## config.mk

```make
export PLATFORM = sky130hd
export DESIGN_NAME = or_gate_sweeper
export DESIGN_NICKNAME = d
export VERILOG_FILES = /design/src/rtl/or_gate_sweeper.sv
export SDC_FILE = /design/constraint.sdc
export NUM_CORES = 1
export LEC_CHECK = 0
export ABC_AREA = 1
export CORE_UTILIZATION = 57
export DETAILED_ROUTE_END_ITERATION = 7
export PLACE_DENSITY = 0.83
export SETUP_SLACK_MARGIN = 0.5
export SLEW_MARGIN = 20
export SYNTH_ARGS = -nofsm -noshare
export SYNTH_HDL_FRONTEND = slang
export SYNTH_SLANG_ARGS = --single-unit
```

## constraint.sdc

```tcl
create_clock -name clk -period 2.35 [get_ports clk]
set_input_delay 0.47 -clock clk [delete_from_list [all_inputs] [get_ports clk]]
set_output_delay 0.47 -clock clk [all_outputs]
set_load 0.02 [all_outputs]
```

## src/rtl/or_gate_sweeper.sv

```systemverilog
// Clocked stimulus/check wrapper for a 2-input OR gate.
// It sweeps a/b through four vectors, compares y with a|b, and reports the result with a done pulse.
module or_gate_sweeper #(
    parameter int unsigned SETTLE_CYCLES = 1,
    parameter int unsigned REPEAT        = 1,
    parameter int unsigned ERR_W         = 8
) (
    input  logic             clk,
    input  logic             rst,
    input  logic             start,
    input  logic             y,
    output logic             a,
    output logic             b,
    output logic             busy,
    output logic             done,
    output logic             pass,
    output logic [ERR_W-1:0] err_count,
    output logic [1:0]       first_fail
);

    localparam int SW_W = $clog2(REPEAT + 1);
    localparam int ST_W = $clog2(SETTLE_CYCLES + 1);

    typedef enum logic [1:0] {IDLE, DRIVE, SAMPLE, DONE} state_t;

    state_t            state, state_n;
    logic [1:0]        idx, idx_n;
    logic [SW_W-1:0]   sweep, sweep_n;
    logic [ST_W-1:0]   settle, settle_n;
    logic [1:0]        ab_n;
    logic [ERR_W-1:0]  err_n;
    logic [1:0]        ff_n;
    logic              pass_n, done_n, mismatch;

    // Vector order puts (0,0) last, so a/b are already low when the run ends.
    function automatic logic [1:0] vec(input logic [1:0] i);
        case (i)
            2'd0:    vec = 2'b10;
            2'd1:    vec = 2'b01;
            2'd2:    vec = 2'b11;
            default: vec = 2'b00;
        endcase
    endfunction

    // Case inequality makes an X or Z on y count as a mismatch.
    assign mismatch = (y !== (a | b));
    assign busy     = (state == DRIVE) || (state == SAMPLE);

    always_comb begin
        // NOTE: every signal gets a default first, so no path through the case infers a latch.
        state_n  = state;
        idx_n    = idx;
        sweep_n  = sweep;
        settle_n = settle;
        ab_n     = {a, b};
        err_n    = err_count;
        ff_n     = first_fail;
        pass_n   = pass;
        done_n   = 1'b0;
        case (state)
            IDLE: begin
                if (start) begin
                    state_n  = DRIVE;
                    idx_n    = 2'd0;
                    sweep_n  = '0;
                    settle_n = '0;
                    err_n    = '0;
                    ff_n     = 2'd0;
                    pass_n   = 1'b0;
                    ab_n     = vec(2'd0);
                end
            end
            DRIVE: begin
                if (settle == ST_W'(SETTLE_CYCLES - 1)) begin
                    state_n  = SAMPLE;
                    settle_n = '0;
                end else begin
                    settle_n = settle + 1'b1;
                end
            end
            SAMPLE: begin
                if (mismatch) begin
                    if (err_count != {ERR_W{1'b1}}) err_n = err_count + 1'b1;
                    // Saturation keeps the count non-zero, so zero means "no earlier failure".
                    if (err_count == '0) ff_n = idx;
                end
                if (idx == 2'd3 && sweep == SW_W'(REPEAT - 1)) begin
                    state_n = DONE;
                end else begin
                    idx_n   = idx + 2'd1;
                    ab_n    = vec(idx + 2'd1);
                    state_n = DRIVE;
                    if (idx == 2'd3) sweep_n = sweep + 1'b1;
                end
            end
            DONE: begin
                done_n  = 1'b1;
                pass_n  = (err_count == '0);
                ab_n    = 2'b00;
                state_n = IDLE;
            end
            default: state_n = IDLE;
        endcase
    end

    // NOTE: sequential state uses non-blocking assignments so every register updates from pre-edge values.
    always_ff @(posedge clk or posedge rst) begin
        if (rst) begin
            state      <= IDLE;
            idx        <= 2'd0;
            sweep      <= '0;
            settle     <= '0;
            a          <= 1'b0;
            b          <= 1'b0;
            done       <= 1'b0;
            pass       <= 1'b0;
            err_count  <= '0;
            first_fail <= 2'd0;
        end else begin
            state      <= state_n;
            idx        <= idx_n;
            sweep      <= sweep_n;
            settle     <= settle_n;
            {a, b}     <= ab_n;
            done       <= done_n;
            pass       <= pass_n;
            err_count  <= err_n;
            first_fail <= ff_n;
        end
    end

endmodule
```

* Word-level counts from Yosys, hierarchy flattened
Cells that the tools add are included.
** Word-level totals
- Word-level logic and storage cells :: 74
- Register bits :: 20
** Operators by class
- Equal/unequal tests :: 15
- Muxes and demuxes :: 26
- Add/sub/neg operators :: 4
- Reduce and logical (&&, ||, !) cells :: 17
- Bitwise logic cells :: 2
** Operators with widths (count)
- two-way mux 8 bit :: 3
- two-way mux 2 bit :: 9
- case mux 8 bit (2 select lines) :: 1
- case mux 2 bit (3 select lines) :: 2
- AND reduction 4 bit :: 3
- adder 8 x 1 -> 8 bit, second input constant :: 1
- == test 2 bit, second input constant :: 4
- zero test 8 bit :: 1
- inequality test 2 bit, second input constant :: 4
- inequality test 8 bit, second input constant :: 1
- case mux 2 bit (2 select lines) :: 2
- case mux 2 bit (4 select lines) :: 1
- inequality test 2 x 1 -> 1 bit, second input constant :: 3
- case mux 1 bit (2 select lines) :: 3
- AND reduction 2 bit :: 3
- AND reduction 3 bit :: 2
- nonzero test 2 bit :: 3
- two-way mux 1 bit :: 5
- == test 2 x 1 -> 1 bit, second input constant :: 2
- zero test 2 bit :: 2
- nonzero test 3 bit :: 1
- adder 1 bit, second input constant :: 2
- adder 2 x 1 -> 2 bit, second input constant :: 1
- logical AND 1 bit :: 1
- other kinds (4) :: 4

* Depth between registers and ports, before layout
- Depth after elaboration :: 5
- Depth in mapped cells :: 10

* Least setup slack after synthesis
Ideal clock, no wire load.
- Kind :: register to register
- Start :: register state[0]
- End :: register err_count[6]
- Arrival :: 1374 ps
- Setup slack :: 856 ps
- Setup time :: 120 ps
- Path buffers :: 1
- Stages on the path, launching flop included :: 11
- Path through :: dfrtp_1 -> inv_1 -> ha_1 -> inv_2 -> nor2_2 -> nand2_2 -> nand2_4 -> nor2_8 -> buf_8 -> nand2_1 -> nand2_1
** On the way
- Word-level cells in the longest chain between the ends :: 3
- Elaborated cells on any way between the ends :: 8
- Classes of those cells :: 4 x eq/ne; 1 x mux; 3 x reduce/logical
** RTL lines
- from (decl) :: RTL line 26 : state_t state, state_n;
- from (signal assigned) :: RTL line 120 : state <= state_n;
- == test 2 bit or zero test 2 bit (tied branches) :: RTL line 60 : case (state)
- inequality test 2 x 1 -> 1 bit (no line) (tied with other cells)
- AND reduction 4 bit (no line)
- to (signal assigned) :: RTL line 127 : err_count <= err_n;
- to (decl) :: RTL line 17 : output logic [ERR_W-1:0] err_count,
Parallel ways exist; a longest one is shown, timed or not.
A chain may end at the register's enable or synchronous reset.

* Worst setup path in the final report
- Start :: register b
- End :: output port b
** RTL lines
- from (decl) :: RTL line 13 : output logic b,
- from (signal assigned) :: RTL line 124 : {a, b} <= ab_n;
No word-level cell between the ends.

==> impl_metrics.csv <==
group,metric,value,unit
synth,avgSynthCellArea,7.79,um^2
cells_and_area,nets,194,
power,powerDensity,1040,mW/mm^2
clocking,cts_tree,"done",
global_route,grt_pass1_vias,1045,
route,drtPass1Iterations,4,
floorplan,die-area,0.00235,mm^2
clocking,clock_sinks,19,
worst_setup_path,crit_family,"buffers and inverters",
worst_setup_path,slowest_stage,"clkdlybuf4s50_1",
sta,final-setup-viol-count,0,
route,drc_errors,0,
cells_and_area,mostFrequentLayoutCells,"38 x nand2_1, 19 x inv_1, 19 x dfrtp_1",
sta,relSlewSlack,0.495,
synth,syn_area,0.00123,mm^2
route,ant_nets,0,
route,vias,1072,
worst_setup_path,critical_path_arrival,1340,ps
synth,synth_top_area_frac,0.386,
synth,ys_types,24,
power,peakVddDrop,853,uV
clocking,cts.reportedPaths.clkPinSlew,110,ps
clocking,cts-htree-levels,1,
run,maxCapViolations,0,
worst_setup_path,cp.required,1880,ps
route,first_iter_violations,32,
clocking,worstSkewPairLatency,300,ps
global_route,grt_pass1_wl,4.32,mm
worst_hold_path,holdCritPathClass,"register to register",
global_route,grt_max_degree,20,
clocking,holdBufCountCts,0,
synth,synth_seq_area_share,0.386,
worst_setup_path,cp-end-kind,"output pin",
power,p_switching,0.740,mW
sta,tightest_slew,757,ps
worst_setup_path,cp_cell_sequence,"clkdlybuf4s50_1",
synth,synth.largest_area_cell,"dfrtp_1",
clocking,numCtsBuffers,3,
floorplan,rows,16,
synth,ys_ff_latch,19,
floorplan,io-pin-count,19,
placement,port_buffers,18,
power,pwr-share-comb,0.584,
global_route,grt_overflow_total,0,
route,drt-total-wl,2.57,mm
clocking,cts-root-buf,"clkbuf_4",
sta,clock.fmax,553,MHz
synth,yosys_warnings,0,
floorplan,start_util,0.615,
sta,grt_setup_unrepaired,"false",
worst_setup_path,path_class,"register to output pin",
global_route,antenna_found_initial,0,
synth,syn_inst,158,
cells_and_area,area_delta_synth_final,19.7,%
clocking,clockBufferDepth,2,
cells_and_area,diodes,0,
synth,syn-num-nets,170,
worst_setup_path,cp_max_fo,4,
worst_setup_path,start_kind,"register",
global_route,grt.total_usage,0.237,
outcome,status,"complete, no violations",
cells_and_area,fin_cells,208,
power,internal_power,0.794,mW
cells_and_area,layout_commonest_cell,"nand2_1",
placement,dp_hpwl,1.88,mm
sta,period_minus_slack,1810,ps
power,p_clk_frac,0.113,
floorplan,die_w,48.5,um
floorplan,dieHeight,48.5,um
synth,synthTopCellsByArea,"dfrtp_1 39%, nand2_1 12%, ha_1 8.1%, inv_1 5.8%, o21ai_2 5.7%",
sta,tns,0,ps
sta,final.setup_skew,2.30,ps
floorplan,design.core.area,0.00200,mm^2
worst_setup_path,crit_buf_inv,1,
sta,finalMaxSlewViolations,0,
placement,place_congestion,0.849,
sta,fin_crit_sh,0.769,
power,seqPwrFrac,0.303,
placement,placed_cells,202,
cells_and_area,drive_gt1_frac,0.166,
power,leakagePower,0.805,nW
route,viasPerCell,5.15,
sta,finalHoldViolCount,0,
power,p_sw_frac,0.482,
worst_setup_path,worst_path_largest_cell_delay,630,ps
route,wl_per_cell,12.4,um
-- cells in the mapped netlist --
library cell,number
nand2_1,38
dfrtp_1,19
inv_1,19
nor2_1,17
o21ai_0,9
ha_1,8
o21ai_2,8
nand3_1,7
nand2_2,5
o21ai_1,4
a21oi_1,3
inv_2,3
nor3_1,3
o21bai_1,3
nor2_2,2
o31ai_1,2
buf_2,1
buf_8,1
clkinv_1,1
nand2_4,1
nand3_2,1
nor2_4,1
nor2_8,1
xnor2_1,1
-- metrics by stage --
step,hold WS [ps],instance area [um^2],util,power [mW],worst slack (ps)
CTS,486,1460,0.731,1.53,499
global route,526,1470,0.736,1.64,500
detailed placement,460,1430,0.716,1.35,493
finish,491,1470,0.736,1.53,542
global placement,454,1430,0.716,1.30,557
floorplan,421,1230,-,1.13,856
-- per-layer routing --
layer,global-route usage,part of all wire
met1,0.289,0.43
met2,0.413,0.50
met3,0.0346,0.046
met4,0.113,0.017
met5,0,0
-- worst paths after layout --
path / from / to / slack [ps] / depth (start not counted)
setup / recovery: b / b / 540 / 1
hold / removal: sweep / sweep / 490 / 2
setup reg to reg: state[1] / err_count[4] / 660 / 9
hold reg to reg: sweep / sweep / 490 / 2
max in group asynchronous: rst / sweep / 1290 / 2
min in group asynchronous: rst / err_count[0] / 580 / 2
-- worst reg2reg max path: stages, from the launching register on --
cell and delay (ps):
dfrtp_1 430, buf_4 150, ha_2 240, inv_2 170, nor2_2 60, nand2_2 80, nand2_4 70, nor2_8 260
nand2_1 110, o21ai_2 70
-- flip-flops by register name, summed over array words and instances (netlist names) --
signal and cells:
done 1, a 1, first_fail 2, err_count 8, b 1, idx 2, pass 1, sweep 1
state 2
-- cell type report --
cell class,count,area [um^2]
multi-input cells,114,652
clock buffers,4,26.3
flip-flops and latches,19,475
fillers,149,528
repair buffers,21,200
inverters,23,86.3
well taps,27,33.8
-- power by group through the flow --
stage / clock [mW] / sequential [mW] / combinational, mW
final: 0.173 / 0.465 / 0.896
after global routing: 0.188 / 0.475 / 0.979
after CTS: 0.175 / 0.466 / 0.887
after detailed placement: 0 / 0.478 / 0.872
after global placement: 0 / 0.470 / 0.833
after floorplan: 0 / 0.520 / 0.614
-- cell families after synthesis --
group | count (synthesis) | share of synthesized area
fa+ha+maj | 8 | 0.0813
simple gates | 76 | 0.287
flops | 19 | 0.386
compound gates | 29 | 0.152
buf+inv | 25 | 0.0864
xor+xnor | 1 | 0.00712
-- what timing repair did --
action,in CTS,in global routing
endpoints found under the hold margin,0,0
endpoints found under the setup margin,5,14
gates resized for setup,7,5
buffers inserted,1,1
No activity file was read; power rests on OpenSTA's default activity.
